`src/rtl/teras_bridge_pkg.sv`:
```
// Shared constants for the teras result return path: data width, register
// offsets selected by adr[3:2], STATUS/CONTROL bit positions and a STATUS
// packing helper.
package teras_bridge_pkg;

    localparam int DATA_W = 32;

    // Register select field, taken from wbs_adr_i[3:2]
    typedef enum logic [1:0] {
        REG_DATA    = 2'd0,
        REG_STATUS  = 2'd1,
        REG_CONTROL = 2'd2,
        REG_RSVD    = 2'd3
    } reg_sel_e;

    // STATUS register layout
    localparam int STAT_COUNT_W = 9;
    localparam int STAT_EMPTY   = 16;
    localparam int STAT_FULL    = 17;
    localparam int STAT_OVF     = 18;
    localparam int STAT_UNF     = 19;
    localparam int STAT_IRQ     = 20;

    // CONTROL register layout
    localparam int CTRL_FLUSH     = 0;
    localparam int CTRL_CLR_FLAGS = 1;

    // Assemble the STATUS word; unused bits read as zero
    function automatic logic [DATA_W-1:0] pack_status(
        input logic [STAT_COUNT_W-1:0] count,
        input logic                    empty,
        input logic                    full,
        input logic                    ovf,
        input logic                    unf,
        input logic                    irq
    );
        logic [DATA_W-1:0] s;
        s                   = {DATA_W{1'b0}};
        s[STAT_COUNT_W-1:0] = count;
        s[STAT_EMPTY]       = empty;
        s[STAT_FULL]        = full;
        s[STAT_OVF]         = ovf;
        s[STAT_UNF]         = unf;
        s[STAT_IRQ]         = irq;
        return s;
    endfunction

endpackage

```
`src/rtl/teras_sync_fifo.sv`:
```
// Single-clock FIFO with extra-MSB pointers. Push is ignored when full, pop is
// ignored when empty, and flush has priority over both (it resets the
// pointers, so a word pushed on the flush edge is discarded).
module teras_sync_fifo
    import teras_bridge_pkg::*;
#(
    parameter int WIDTH = DATA_W,
    parameter int DEPTH = 16
) (
    input  logic                       clk_i,
    input  logic                       rst_i,
    input  logic                       push_i,
    input  logic                       pop_i,
    input  logic                       flush_i,
    input  logic [WIDTH-1:0]           wdata_i,
    output logic [WIDTH-1:0]           rdata_o,
    output logic [$clog2(DEPTH):0]     count_o,
    output logic                       full_o,
    output logic                       empty_o
);

    localparam int AW = $clog2(DEPTH);
    localparam int PW = AW + 1;

    logic [WIDTH-1:0] mem_q [DEPTH];
    logic [PW-1:0]    wr_ptr_q;
    logic [PW-1:0]    wr_ptr_d;
    logic [PW-1:0]    rd_ptr_q;
    logic [PW-1:0]    rd_ptr_d;
    logic             full_s;
    logic             empty_s;
    logic             do_push_s;
    logic             do_pop_s;

    assign full_s    = (wr_ptr_q[AW] != rd_ptr_q[AW]) &&
                       (wr_ptr_q[AW-1:0] == rd_ptr_q[AW-1:0]);
    assign empty_s   = (wr_ptr_q == rd_ptr_q);
    assign do_push_s = push_i && !full_s && !flush_i;
    assign do_pop_s  = pop_i && !empty_s && !flush_i;

    assign full_o  = full_s;
    assign empty_o = empty_s;
    assign count_o = wr_ptr_q - rd_ptr_q;
    assign rdata_o = mem_q[rd_ptr_q[AW-1:0]];

    // Next pointer values: flush returns both to zero, otherwise advance on accepted ops
    always_comb begin
        wr_ptr_d = wr_ptr_q;
        rd_ptr_d = rd_ptr_q;
        if (flush_i) begin
            wr_ptr_d = {PW{1'b0}};
            rd_ptr_d = {PW{1'b0}};
        end else begin
            if (do_push_s) begin
                wr_ptr_d = wr_ptr_q + PW'(1);
            end else begin
                wr_ptr_d = wr_ptr_q;
            end
            if (do_pop_s) begin
                rd_ptr_d = rd_ptr_q + PW'(1);
            end else begin
                rd_ptr_d = rd_ptr_q;
            end
        end
    end

    // Pointer registers with synchronous reset
    always_ff @(posedge clk_i) begin
        if (rst_i) begin
            wr_ptr_q <= {PW{1'b0}};
            rd_ptr_q <= {PW{1'b0}};
        end else begin
            wr_ptr_q <= wr_ptr_d;
            rd_ptr_q <= rd_ptr_d;
        end
    end

    // Storage write; contents need no reset because the pointers define validity
    always_ff @(posedge clk_i) begin
        if (do_push_s) begin
            mem_q[wr_ptr_q[AW-1:0]] <= wdata_i;
        end
    end

endmodule

```
`src/rtl/teras_result_reader.sv`:
```
// Result return path: buffers the accelerator's rts/rtr word stream in a FIFO
// and exposes it to the management core as a Wishbone slave (DATA pop,
// STATUS, CONTROL), with sticky stall/underflow flags and a threshold irq.
module teras_result_reader
    import teras_bridge_pkg::*;
#(
    parameter logic [31:0] BASE_ADDR     = 32'h3000_0100,
    parameter int          DEPTH         = 16,
    parameter int          IRQ_THRESHOLD = 8
) (
    input  logic              wb_clk_i,
    input  logic              wb_rst_i,
    input  logic              wbs_stb_i,
    input  logic              wbs_cyc_i,
    input  logic              wbs_we_i,
    input  logic [3:0]        wbs_sel_i,
    input  logic [DATA_W-1:0] wbs_dat_i,
    input  logic [31:0]       wbs_adr_i,
    output logic              wbs_ack_o,
    output logic [DATA_W-1:0] wbs_dat_o,
    input  logic              rts_i,
    input  logic [DATA_W-1:0] data_i,
    output logic              rtr_o,
    output logic              irq
);

    localparam int CW = $clog2(DEPTH) + 1;
    localparam logic [CW-1:0] IRQ_TH = CW'(IRQ_THRESHOLD);

    // FIFO interface
    logic [DATA_W-1:0] fifo_rdata_s;
    logic [CW-1:0]     fifo_count_s;
    logic              fifo_full_s;
    logic              fifo_empty_s;
    logic              push_s;
    logic              pop_s;
    logic              flush_s;

    // Bus decode
    logic              hit_s;
    logic              rd_hit_s;
    logic              wr_hit_s;
    reg_sel_e          sel_s;
    logic              clr_flags_s;
    logic [DATA_W-1:0] status_s;

    // Registers
    logic              ack_q;
    logic              ack_d;
    logic [DATA_W-1:0] dat_q;
    logic [DATA_W-1:0] dat_d;
    logic              ovf_q;
    logic              ovf_d;
    logic              unf_q;
    logic              unf_d;
    logic              irq_q;
    logic              irq_d;

    // Byte selects, low address bits and most write-data bits have no function
    logic              unused_s;
    assign unused_s = ^{wbs_sel_i, wbs_adr_i[1:0], wbs_dat_i[DATA_W-1:2]};

    // ack_q gates the hit so a held request is acked every other cycle
    assign hit_s    = wbs_cyc_i && wbs_stb_i &&
                      (wbs_adr_i[31:4] == BASE_ADDR[31:4]) && !ack_q;
    assign rd_hit_s = hit_s && !wbs_we_i;
    assign wr_hit_s = hit_s && wbs_we_i;
    assign sel_s    = reg_sel_e'(wbs_adr_i[3:2]);

    // rtr depends only on registered FIFO state, so a same-edge pop cannot open it
    assign rtr_o   = !fifo_full_s;
    assign push_s  = rts_i && rtr_o;
    assign pop_s   = rd_hit_s && (sel_s == REG_DATA);
    assign flush_s = wr_hit_s && (sel_s == REG_CONTROL) && wbs_dat_i[CTRL_FLUSH];
    assign clr_flags_s = wr_hit_s && (sel_s == REG_CONTROL) && wbs_dat_i[CTRL_CLR_FLAGS];

    assign status_s = pack_status(STAT_COUNT_W'(fifo_count_s), fifo_empty_s,
                                  fifo_full_s, ovf_q, unf_q, irq_q);

    assign wbs_ack_o = ack_q;
    assign wbs_dat_o = dat_q;
    assign irq       = irq_q;

    teras_sync_fifo #(
        .WIDTH (DATA_W),
        .DEPTH (DEPTH)
    ) u_fifo (
        .clk_i   (wb_clk_i),
        .rst_i   (wb_rst_i),
        .push_i  (push_s),
        .pop_i   (pop_s),
        .flush_i (flush_s),
        .wdata_i (data_i),
        .rdata_o (fifo_rdata_s),
        .count_o (fifo_count_s),
        .full_o  (fifo_full_s),
        .empty_o (fifo_empty_s)
    );

    // Bus response: ack follows a hit by one cycle, read data is zero outside the ack
    always_comb begin
        ack_d = hit_s;
        dat_d = {DATA_W{1'b0}};
        if (rd_hit_s) begin
            case (sel_s)
                REG_DATA: begin
                    if (fifo_empty_s) begin
                        dat_d = {DATA_W{1'b0}};
                    end else begin
                        dat_d = fifo_rdata_s;
                    end
                end
                REG_STATUS:  dat_d = status_s;
                REG_CONTROL: dat_d = {DATA_W{1'b0}};
                default:     dat_d = {DATA_W{1'b0}};
            endcase
        end else begin
            dat_d = {DATA_W{1'b0}};
        end
    end

    // Sticky flags: a set on the same edge as a clear takes priority
    always_comb begin
        ovf_d = ovf_q;
        unf_d = unf_q;
        if (rts_i && fifo_full_s) begin
            ovf_d = 1'b1;
        end else if (clr_flags_s) begin
            ovf_d = 1'b0;
        end else begin
            ovf_d = ovf_q;
        end
        if (pop_s && fifo_empty_s) begin
            unf_d = 1'b1;
        end else if (clr_flags_s) begin
            unf_d = 1'b0;
        end else begin
            unf_d = unf_q;
        end
    end

    // Threshold interrupt tracks the registered count with one cycle of lag
    always_comb begin
        irq_d = (fifo_count_s >= IRQ_TH);
    end

    // Output and flag registers with synchronous reset
    always_ff @(posedge wb_clk_i) begin
        if (wb_rst_i) begin
            ack_q <= 1'b0;
            dat_q <= {DATA_W{1'b0}};
            ovf_q <= 1'b0;
            unf_q <= 1'b0;
            irq_q <= 1'b0;
        end else begin
            ack_q <= ack_d;
            dat_q <= dat_d;
            ovf_q <= ovf_d;
            unf_q <= unf_d;
            irq_q <= irq_d;
        end
    end

endmodule

```
`config.mk`:
```
export PLATFORM = sky130hd
export DESIGN_NAME = teras_result_reader
export DESIGN_NICKNAME = d
export VERILOG_FILES = /design/src/rtl/teras_bridge_pkg.sv /design/src/rtl/teras_sync_fifo.sv /design/src/rtl/teras_result_reader.sv
export SDC_FILE = /design/constraint.sdc
export NUM_CORES = 1
export LEC_CHECK = 0
export BUFFER_PORTS_ARGS = -buffer_cell sky130_fd_sc_hd__buf_2
export CAP_MARGIN = 10
export CELL_PAD_IN_SITES_DETAIL_PLACEMENT = 1
export CELL_PAD_IN_SITES_GLOBAL_PLACEMENT = 2
export CORE_MARGIN = 1
export CORE_UTILIZATION = 40
export DETAILED_ROUTE_END_ITERATION = 12
export PLACE_DENSITY = 0.67
export SLEW_MARGIN = 20
export SYNTH_ARGS = -nofsm -noshare
export SYNTH_HDL_FRONTEND = slang
export SYNTH_SLANG_ARGS = --single-unit
export TNS_END_PERCENT = 5
```
`constraint.sdc`:
```
create_clock -name wb_clk_i -period 4.23 [get_ports wb_clk_i]
set_input_delay 0.846 -clock wb_clk_i [delete_from_list [all_inputs] [get_ports wb_clk_i]]
set_output_delay 0.846 -clock wb_clk_i [all_outputs]
set_load 0.02 [all_outputs]
```
==> flow_metrics.env <==
export IMPL_grt_setup_unrepaired="no"
export IMPL_post_route_period_util=0.814
export IMPL_grt_first_pass_wirelength_um=71400
export IMPL_die_area_um2=54400
export IMPL_dp_hpwl_um=27100
export IMPL_core_area_um2=52700
export IMPL_p_per_area_nw_per_um2=462
export IMPL_grt_max_degree=58
export IMPL_grt_pass1_vias=10585
export IMPL_clock_latency_ns=0.61
export IMPL_grt_ovfl_total=0
export IMPL_finalPower_mw=11.5
export IMPL_finalSetupViolations=0
export IMPL_p_clk_frac=0.432
export IMPL_leakage_nw=7.77
export IMPL_clock_sinks=562
export IMPL_finClkSkew_ns=0.0114
export IMPL_slew_violations=0
export IMPL_setup_ws_ns=0.786
export IMPL_ys_ff_latch=562
export IMPL_ys_flop_type="edfxtp_1"
export IMPL_final_hold_viol_count=0
export IMPL_arrival_ns=3.74
export IMPL_syn_inst=973
export IMPL_status="completed"
export IMPL_cp_top_family="simple AND/OR/NAND/NOR gates"
export IMPL_critPathBufInv=3
export IMPL_max_stage_delay_ns=0.85
export IMPL_synth_edf_count=512
export IMPL_avgSynthCellArea_um2=22.0
export IMPL_clk_path_buf_depth=3
export IMPL_vias=10121
export IMPL_r2r_cells=8
export IMPL_post_drt_wl_per_cell_um=26.0
export IMPL_postPlaceCellArea_um2=22900
export IMPL_switchingPower_mw=2.36
export IMPL_drtIter0Drc=800
export IMPL_drc_errors=0
export IMPL_cts_buffers=58
export IMPL_min_to="ovf_q$_SDFFE_PP0P_"
export IMPL_min_from="ovf_q$_SDFFE_PP0P_"
export IMPL_synth_nets=1089
export IMPL_peakVddDrop_mv=0.318
export IMPL_worst_hold_slack_ns=0.486
export IMPL_ctsHoldBuffers=0
export IMPL_ys_types=48
export IMPL_cp_cell_sequence="inv_1 -> ha_1 -> and4_1 -> a21boi_1 -> buf_4 -> o211ai_1 -> nor2_4 -> buf_4"
export IMPL_worstPathRequired_ns=4.53
export IMPL_io_buffers=104
export IMPL_drive_above_1_share=0.346
export IMPL_crit_type="flip-flop to flip-flop"
export IMPL_cts_resized=0
export IMPL_max_freq_mhz=290
export IMPL_hp_class="flip-flop to flip-flop"
export IMPL_ios=141
export IMPL_critPathMaxFanout=20
export IMPL_hold_path_depth=2
export IMPL_critPathCaptureType="flip-flop"
export IMPL_p_int_mw=9.09
export IMPL_htree_num_levels=2
export IMPL_timing_worst_slew_pin_value_ns=1.01
export IMPL_dr_pass1_iters=4
export IMPL_via_per_inst=5.43
export IMPL_critPathSlowestCell="nor2_4"
export IMPL_cap_violations=0
export IMPL_design_area_um2=24800
export IMPL_ys_seq_area_frac=0.766
export IMPL_tritoncts="yes"
export IMPL_synth_area_um2=21400
export IMPL_antenna_left=0
export IMPL_finish_utilization=0.471
export IMPL_cts_root_buf="clkbuf_16"
export IMPL_slew_headroom=0.327
export IMPL_finalWirelength_um=48400
export IMPL_grt_use_total=0.183
export IMPL_start_util=0.406
export IMPL_yosys_warnings=0
export IMPL_syn2layout_area_growth_pct=16.1
export IMPL_period_needed_ns=3.44
export IMPL_routabilityCongestion=0.726
export IMPL_dp_slack_ns=0.636
export IMPL_die_height_um=233
export IMPL_final_net_count=1241
export IMPL_seqPwrFrac=0.538
export IMPL_grt_antenna_before_repair=4
export IMPL_async_flop_share=0
export IMPL_std_cell_rows=84
export IMPL_r2r_start="u_fifo.wr_ptr_q[0]$_SDFFE_PP0P_"
export IMPL_p_comb_frac=0.030
export IMPL_switching_share=0.206
export IMPL_rr_endpoint="u_fifo.mem_q[6][7]$_DFFE_PP_"
export IMPL_r2r_setup_slack_ns=0.79
export IMPL_cts_setup_buffers=0
export IMPL_crit_path_start_kind="flip-flop"
export IMPL_dieWidth_um=233
export IMPL_clk_pin_slew_worst_paths_ns=0.06
export IMPL_path_common_cell="buf_4"
-- tightest hold or removal path, stage by stage (launching register included) --
cell,delay (ns)
dfxtp_1,0.31
o21ai_0,0.07
a21oi_1,0.06
-- cell type report --
| cell class | instances | area [um^2] |
|---|---|---|
| sequential | 562 | 16400 |
| clock buffer | 77 | 1550 |
| fill | 4751 | 27900 |
| timing repair buffer | 140 | 861 |
| multi-input combinational | 356 | 4820 |
| antenna | 1 | 2.50 |
| tap | 688 | 861 |
| inverter | 7 | 26.3 |
| clock inverter | 33 | 294 |
-- power by group through the flow --
| stage | clock, mW | sequential [mW] | combinational, mW |
|---|---|---|---|
| after floorplan | 0 | 6.26 | 0.181 |
| after global placement | 0 | 6.28 | 0.340 |
| after detailed placement | 0 | 6.28 | 0.352 |
| after CTS | 5.07 | 6.16 | 0.353 |
| after global routing | 5.26 | 6.16 | 0.379 |
| final | 4.95 | 6.16 | 0.346 |
-- stage by stage --
step           TNS (ns)  cells
2_1_floorplan     -8.95    973
5_1_grt               0   1863
4_1_cts               0   1862
3_5_place_dp          0   1752
3_3_place_gp          0   1752
6_report              0   1864
-- registers in the layout, summed over array words and instances (netlist names), named ones only --
name             count
irq                  1
u_fifo.rd_ptr_q      5
wbs_ack_o            1
unf_q                1
wbs_dat_o           32
u_fifo.mem_q       512
ovf_q                1
u_fifo.wr_ptr_q      5
-- cells in the final DEF (no fill, tap or decap), drive strengths merged, types with 5 or more instances in the layout --
master,synthesis,final
clkbuf,17,77
nor2b,27,27
inv,7,9
xor2,5,5
nor4,8,8
buf,31,140
ha,9,9
nand2,23,23
dfxtp,50,50
nor2,23,23
edfxtp,512,512
nand4,7,7
nor3,10,10
a21oi,24,24
o21ai,7,7
mux4,151,151
clkinv,0,24
a22oi,14,14
-- routing by layer --
metal	track usage	up-vias	wire length, um
met5	0	-	31
met4	0.0419	6	820
met3	0.0342	67	2460
met2	0.300	258	23900
met1	0.255	5421	21200
li1	-	4369	-
-- worst max-delay path by stage --
stage                                     from                       endpoint  slack [ns]  depth (start not counted)
2_1_floorplan  u_fifo.rd_ptr_q[2]$_SDFFE_PP0P_   u_fifo.mem_q[1][0]$_DFFE_PP_       -0.14                          6
3_3_place_gp                         wbs_cyc_i  u_fifo.mem_q[13][3]$_DFFE_PP_        0.70                          7
3_5_place_dp                         wbs_cyc_i  u_fifo.mem_q[13][3]$_DFFE_PP_        0.64                          7
4_1_cts        u_fifo.wr_ptr_q[0]$_SDFFE_PP0P_   u_fifo.mem_q[6][7]$_DFFE_PP_        0.68                          8
5_1_grt        u_fifo.wr_ptr_q[0]$_SDFFE_PP0P_  u_fifo.mem_q[6][10]$_DFFE_PP_        0.55                          8
6_report       u_fifo.wr_ptr_q[0]$_SDFFE_PP0P_   u_fifo.mem_q[6][7]$_DFFE_PP_        0.79                          8
-- synthesized netlist by cell type (all sizes together), types with 2 or more instances --
master | count | share of area
buf | 31 | 0.0090
nand2 | 23 | 0.0040
xnor2 | 3 | 0.0012
xor2 | 5 | 0.0020
nand3 | 4 | 0.00094
nor3 | 10 | 0.0023
nand4 | 7 | 0.0020
o21a | 2 | 0.00070
nand3b | 2 | 0.00070
and4b | 3 | 0.0014
dfxtp | 50 | 0.047
a22oi | 14 | 0.0049
nand2b | 3 | 0.00088
clkbuf | 17 | 0.0030
and2 | 3 | 0.00088
nor2 | 23 | 0.0040
a21boi | 2 | 0.00070
inv | 7 | 0.0012
ha | 9 | 0.0053
or3 | 2 | 0.00059
or4 | 4 | 0.0016
o211ai | 3 | 0.0011
edfxtp | 512 | 0.72
and3b | 2 | 0.00082
a21oi | 24 | 0.0056
nor2b | 27 | 0.0079
o21ai | 7 | 0.0016
nor4 | 8 | 0.0032
mux4 | 151 | 0.16
mux2i | 3 | 0.0014
-- cells by family (layout without fill, tap and decap cells) --
kind of cell    Yosys count  count (layout)  share of synthesized area
flops                   562             562                      0.766
mux                     155             155                      0.161
simple gates            126             126                     0.0332
compound gates           57              57                     0.0167
buf+inv                  55             257                     0.0132
fa+ha+maj                10              10                    0.00621
xor+xnor                  8               8                    0.00328
other cells               0               1                          0
(Power assumes the default switching activity.)
